## config.mk

```make
export PLATFORM = sky130hd
export DESIGN_NAME = pll_acq_ctrl
export DESIGN_NICKNAME = d
export VERILOG_FILES = /design/src/rtl/pll_acq_ctrl.sv
export SDC_FILE = /design/constraint.sdc
export NUM_CORES = 1
export LEC_CHECK = 0
export CORE_MARGIN = 1.5
export CORE_UTILIZATION = 40
export DETAILED_ROUTE_END_ITERATION = 16
export DONT_BUFFER_PORTS = 1
export GPL_TIMING_DRIVEN = 0
export PLACE_DENSITY = 0.54
export SYNTH_ARGS = -nofsm -noshare
export SYNTH_HDL_FRONTEND = slang
export SYNTH_SLANG_ARGS = --single-unit
```

## constraint.sdc

```tcl
create_clock -name clk -period 3.9 [get_ports clk]
set_input_delay 0.39 -clock clk [delete_from_list [all_inputs] [get_ports clk]]
set_output_delay 0.39 -clock clk [all_outputs]
set_load 0.05 [all_outputs]
```

## src/rtl/pll_acq_ctrl.sv

```systemverilog
// Acquisition and lock sequencer for the PFD PLL: watches frequency-error samples,
// steps IDLE -> ACQ -> SETTLE -> TRACK and drives counter clear, loop mode and gain shifts.
module pll_acq_ctrl #(
  parameter int WIDTH      = 24,
  parameter int ACQ_THR    = 16,
  parameter int ACQ_CNT    = 4,
  parameter int LOSS_THR   = 64,
  parameter int LOSS_CNT   = 3,
  parameter int SETTLE_CYC = 8,
  parameter int TIMEOUT    = 1000,
  parameter int KP_ACQ     = 2,
  parameter int KI_ACQ     = 4,
  parameter int KP_TRK     = 5,
  parameter int KI_TRK     = 9
) (
  input  logic                    clk,
  input  logic                    rst_n,
  input  logic                    en,
  input  logic                    start,
  input  logic                    stop,
  input  logic                    fe_en,
  input  logic signed [WIDTH-1:0] fe_val,
  output logic                    fe_rst,
  output logic                    loop_mode,
  output logic [3:0]              kp_shift,
  output logic [3:0]              ki_shift,
  output logic                    locked,
  output logic                    lock_lost,
  output logic                    acq_fail,
  output logic [1:0]              state
);

  typedef enum logic [1:0] {
    IDLE   = 2'd0,
    ACQ    = 2'd1,
    SETTLE = 2'd2,
    TRACK  = 2'd3
  } state_t;

  localparam int GW = $clog2(ACQ_CNT + 1);
  localparam int TW = $clog2(TIMEOUT + 1);
  localparam int SW = $clog2(SETTLE_CYC + 1);
  localparam int MW = $clog2(LOSS_CNT + 1);

  localparam logic [GW-1:0] GOOD_LAST   = GW'(ACQ_CNT - 1);
  localparam logic [TW-1:0] TMO_LAST    = TW'(TIMEOUT - 1);
  localparam logic [SW-1:0] SETTLE_LAST = SW'(SETTLE_CYC - 1);
  localparam logic [MW-1:0] MISS_LAST   = MW'(LOSS_CNT - 1);

  localparam logic [WIDTH-1:0] ACQ_THR_W  = WIDTH'(ACQ_THR);
  localparam logic [WIDTH-1:0] LOSS_THR_W = WIDTH'(LOSS_THR);
  localparam logic [WIDTH-1:0] MAG_MAX    = {1'b0, {(WIDTH-1){1'b1}}};
  localparam logic [WIDTH-1:0] NEG_MIN    = {1'b1, {(WIDTH-1){1'b0}}};

  state_t          state_reg;
  state_t          state_next;
  logic [GW-1:0]   good_cnt_reg;
  logic [TW-1:0]   tmo_cnt_reg;
  logic [SW-1:0]   settle_cnt_reg;
  logic [MW-1:0]   miss_cnt_reg;

  logic [WIDTH-1:0] mag;
  logic             mag_good;
  logic             mag_bad;
  logic             sample_live;
  logic             tmo_hit;
  logic             good_hit;
  logic             settle_hit;
  logic             loss_hit;
  logic             acq_enter;
  logic             lost_next;
  logic             fail_next;

  // Two's-complement negation of the most-negative value would overflow, so clamp it.
  always_comb begin
    mag = $unsigned(fe_val);
    if (fe_val[WIDTH-1]) begin
      if ($unsigned(fe_val) == NEG_MIN) begin
        mag = MAG_MAX;
      end else begin
        mag = $unsigned(~fe_val) + 1'b1;
      end
    end
  end

  assign mag_good = (mag <= ACQ_THR_W);
  assign mag_bad  = (mag > LOSS_THR_W);

  // fe_rst marks the first ACQ cycle; the counter is still clearing, so its sample is stale.
  assign sample_live = fe_en && !fe_rst;

  assign tmo_hit    = en && (tmo_cnt_reg == TMO_LAST);
  assign good_hit   = sample_live && mag_good && (good_cnt_reg == GOOD_LAST);
  assign settle_hit = en && (settle_cnt_reg == SETTLE_LAST);
  assign loss_hit   = fe_en && mag_bad && (miss_cnt_reg == MISS_LAST);

  always_comb begin
    state_next = state_reg;
    acq_enter  = 1'b0;
    lost_next  = 1'b0;
    fail_next  = 1'b0;
    if (stop) begin
      state_next = IDLE;
    end else begin
      case (state_reg)
        IDLE: begin
          if (start) begin
            state_next = ACQ;
            acq_enter  = 1'b1;
          end
        end
        ACQ: begin
          if (tmo_hit) begin
            fail_next = 1'b1;
            acq_enter = 1'b1;
          end else if (good_hit) begin
            state_next = SETTLE;
          end
        end
        SETTLE: begin
          if (settle_hit) begin
            state_next = TRACK;
          end
        end
        TRACK: begin
          if (loss_hit) begin
            state_next = ACQ;
            acq_enter  = 1'b1;
            lost_next  = 1'b1;
          end
        end
        default: state_next = IDLE;
      endcase
    end
  end

  always_ff @(posedge clk or negedge rst_n) begin
    if (!rst_n) begin
      state_reg      <= IDLE;
      fe_rst         <= 1'b0;
      loop_mode      <= 1'b0;
      kp_shift       <= '0;
      ki_shift       <= '0;
      locked         <= 1'b0;
      lock_lost      <= 1'b0;
      acq_fail       <= 1'b0;
      good_cnt_reg   <= '0;
      tmo_cnt_reg    <= '0;
      settle_cnt_reg <= '0;
      miss_cnt_reg   <= '0;
    end else begin
      state_reg <= state_next;
      fe_rst    <= acq_enter;
      lock_lost <= lost_next;
      acq_fail  <= fail_next;
      locked    <= (state_next == TRACK);
      loop_mode <= (state_next == SETTLE) || (state_next == TRACK);

      case (state_next)
        ACQ: begin
          kp_shift <= 4'(KP_ACQ);
          ki_shift <= 4'(KI_ACQ);
        end
        SETTLE, TRACK: begin
          kp_shift <= 4'(KP_TRK);
          ki_shift <= 4'(KI_TRK);
        end
        default: begin
          kp_shift <= '0;
          ki_shift <= '0;
        end
      endcase

      // Any state change or ACQ re-entry starts every counter from zero.
      if ((state_next != state_reg) || acq_enter) begin
        good_cnt_reg   <= '0;
        tmo_cnt_reg    <= '0;
        settle_cnt_reg <= '0;
        miss_cnt_reg   <= '0;
      end else begin
        case (state_reg)
          ACQ: begin
            if (en && (tmo_cnt_reg != TMO_LAST)) begin
              tmo_cnt_reg <= tmo_cnt_reg + 1'b1;
            end
            if (sample_live) begin
              if (!mag_good) begin
                good_cnt_reg <= '0;
              end else if (good_cnt_reg != GOOD_LAST) begin
                good_cnt_reg <= good_cnt_reg + 1'b1;
              end
            end
          end
          SETTLE: begin
            if (en && (settle_cnt_reg != SETTLE_LAST)) begin
              settle_cnt_reg <= settle_cnt_reg + 1'b1;
            end
          end
          TRACK: begin
            if (fe_en) begin
              if (!mag_bad) begin
                miss_cnt_reg <= '0;
              end else if (miss_cnt_reg != MISS_LAST) begin
                miss_cnt_reg <= miss_cnt_reg + 1'b1;
              end
            end
          end
          default: ;
        endcase
      end
    end
  end

  assign state = state_reg;

endmodule
```

==> metrics <==
most frequent cells in the layout=dfrtp_1 (28), nor2_1 (18), nand2_1 (16), nor3_1 (15), a21oi_1 (14); layout cell share with drive strength beyond 1=0.1348; post-cts gate resize count=0; IO Count=45; ANT nets after route=0; Hold Buf Count CTS=2; Seq cells post-synth=28; FF-to-FF setup slack=1.11 ns; Buffers on Ports=0; post-synth design cell area=2440 um^2; CTS tree=built; Yosys warning total=0; FF-to-FF Start=state[0]; Final nets=320; worst hold stages=1; WL final=5.447 mm; CP max stage cell=or3b_2; ys async rst share=1.000; Antenna Cells=0; Worst Path Buf+Inv=3; largest net degree at the start of global routing=29; Layout Cells excl Fill=357; mux share of post-synthesis cell area=0.01231; Worst VDD drop=0.1915 mV; Synth Area in Adders=0.03077; worst path required time=4.11 ns; Clock Path Buffers=2; fin util=0.4406; RR Endpoint=tmo_cnt_reg[8]; Tmin final=3.076 ns; most common cell after layout, fill and taps aside=dfrtp_1; first-pass GRT wire length=9.032 mm; CTS H-tree depth=1; # Post-CTS Setup Buffers=0; Compound-Gate Fraction of Synth Area=0.1774; row cnt=28; Slew @ Worst Pin=0.7049 ns; CP Data Arrival Time=3.29 ns; pins over their slew limit=0; layout filler cell count=578; Post-synth top flop=dfrtp_1; crit end category=register; clock sink count=28; DIE HEIGHT=81.10 um; largest family of logic cells by synthesized area=simple AND/OR/NAND/NOR gates; GR Util All Layers=0.1727; overall power=0.5811 mW; Final Hold Fails=0; grt total ovfl=0; Reg clk slew, reported paths=0.09 ns; Starting DRT DRC Count=171; Startpoint Class=input port; CP delay by family, top=simple AND/OR/NAND/NOR gates; Final Skew=0.001809 ns; dpl cells=352; sequential share of the synthesized area=0.2872; Worst Setup Slack, final=0.8240 ns; worst-path cell chain=inv_1 -> ha_1 -> or3b_2 -> buf_2 -> nor3_4 -> a41oi_1 -> nor4_1 -> nand4_1 -> nor3_4 -> o211ai_4 -> buf_12 -> nor2_4; GPL Wtd Cong=0.9314; Worst Setup SP=fe_val[0]; number of max-cap violations=0; PwrDens=222.8 nW/um^2; max reg flops=10; FMAX=0.3251 GHz; DP HPWL=4.138 mm; most used cell, CP=nor3_4; top cell type by total area after synthesis=dfrtp_1; Starting Density=0.4121; core footprint=5921 um^2; crit share post-route=0.7887; top post-synthesis cells by area=dfrtp_1 (29%), nor2_4 (4.6%), xor2_1 (3.2%); Final Setup Violations=0; DRC viols=0; total number of vias=2082; outcome=complete, no violations; Routed wire per std cell=15.26 um; Post-synth EDFFs=0; Worst slew margin=0.5301; DP Worst Slack=0.5640 ns; RSZ-0062 raised after global routing=false; setup_tns=0 ns; Worst Setup Path Type=input port to register; Synth Instances=276; simple-gate share of the synthesized area=0.3749; Pre-antenna DRT Iters=6; Hold Crit Start=stop; worst-skew pair later-pin latency=0.27 ns; worst hold-check path type=input port to register; leak pwr=1.018 nW; Netlist cell types=65; Die ar.=6577 um^2; xor/xnor share of the synthesized area=0.05026; CTS buffer count=3; CP max stage delay=0.44 ns; Vias/cell=5.832; vias in the first global route=1909; area grow syn2layout=6.923%; peak fanout along the critical path=10; Clk Tree Root Cell=clkbuf_8; initial antenna violation count=0; Synth top area share=0.2872; die width=81.10 um; Synth Area per Inst=8.840 um^2; R2R depth=9; WHS Endpoint=lock_lost
[where the power goes]
part | switching [mW] | internal [mW] | total, mW
sequential | 0.0127 | 0.295 | 0.308
clock | 0.0862 | 0.0693 | 0.155
combinational | 0.0730 | 0.0445 | 0.118
[area by class of cell]
class | count | area [um^2] | share of cell area
plain buffers | 19 | 126.4 | 0.04844
clock buffers | 3 | 41.29 | 0.01583
inverters | 9 | 33.78 | 0.01295
multi-input cells | 221 | 1583 | 0.6067
flip-flops and latches | 28 | 700.7 | 0.2686
well taps | 75 | 93.84 | 0.03597
repair buffers | 2 | 30.03 | 0.01151
[logic make-up (layout without fill, tap and decap cells)]
family | after synthesis | after routing
compound gates | 57 | 57
mux | 3 | 3
flops | 28 | 28
buf+inv | 28 | 33
simple gates | 139 | 139
xor+xnor | 14 | 14
fa+ha+maj | 6 | 6
other cells | 1 | 2
[metrics by stage]
step	hold WS, ns	area [um^2]
2_1_floorplan	0.09441	2444
4_1_cts	0.1747	2609
6_report	0.1798	2609
5_1_grt	0.1586	2609
3_3_place_gp	0.09497	2537
3_5_place_dp	0.09496	2537
[worst register-to-register path, cell delays in order (launching register included)]
cell and delay [ns]:
dfrtp_1 0.64, clkbuf_1 0.37, nor2b_1 0.36, nand2_1 0.10
nor2_1 0.34, and3_1 0.26, and4_1 0.25, nand3_1 0.10
xor2_1 0.24, nor2_4 0.04
[metal layers]
metal  vias to the layer above  track usage  wire length [um]
met2                        41       0.2792              2452
met1                       989       0.2440              2760
met4                         0      0.01897                 0
li1                       1052            -                 -
met5                         -            0                 0
met3                         0      0.03596               234
[cell usage after synthesis (all sizes together), types with 2 or more instances]
library cell / number
dfrtp: 28
nor2: 28
nor3: 17
nand2: 16
a21oi: 15
nand4: 11
buf: 10
nor4: 10
clkbuf: 9
inv: 9
nor2b: 9
xor2: 9
nand3: 7
and4: 6
ha: 6
o21ai: 6
and2: 5
or4: 5
xnor2: 5
and3: 4
nand2b: 4
nand3b: 4
o31ai: 4
a211oi: 3
a21o: 3
a311oi: 3
a31oi: 3
mux2i: 3
o22a: 3
o22ai: 3
or3: 3
a2111oi: 2
nand4b: 2
[how the worst max path moves through the flow]
stage          depth (start not counted)              to  slack (ns)
2_1_floorplan                         12  tmo_cnt_reg[5]        0.95
3_3_place_gp                          12  tmo_cnt_reg[2]        0.60
4_1_cts                               12  tmo_cnt_reg[2]        0.86
5_1_grt                               11  tmo_cnt_reg[2]        0.55
3_5_place_dp                          12  tmo_cnt_reg[2]        0.56
6_report                              12  tmo_cnt_reg[2]        0.82
Note: power is estimated with default switching activity, not from simulation.
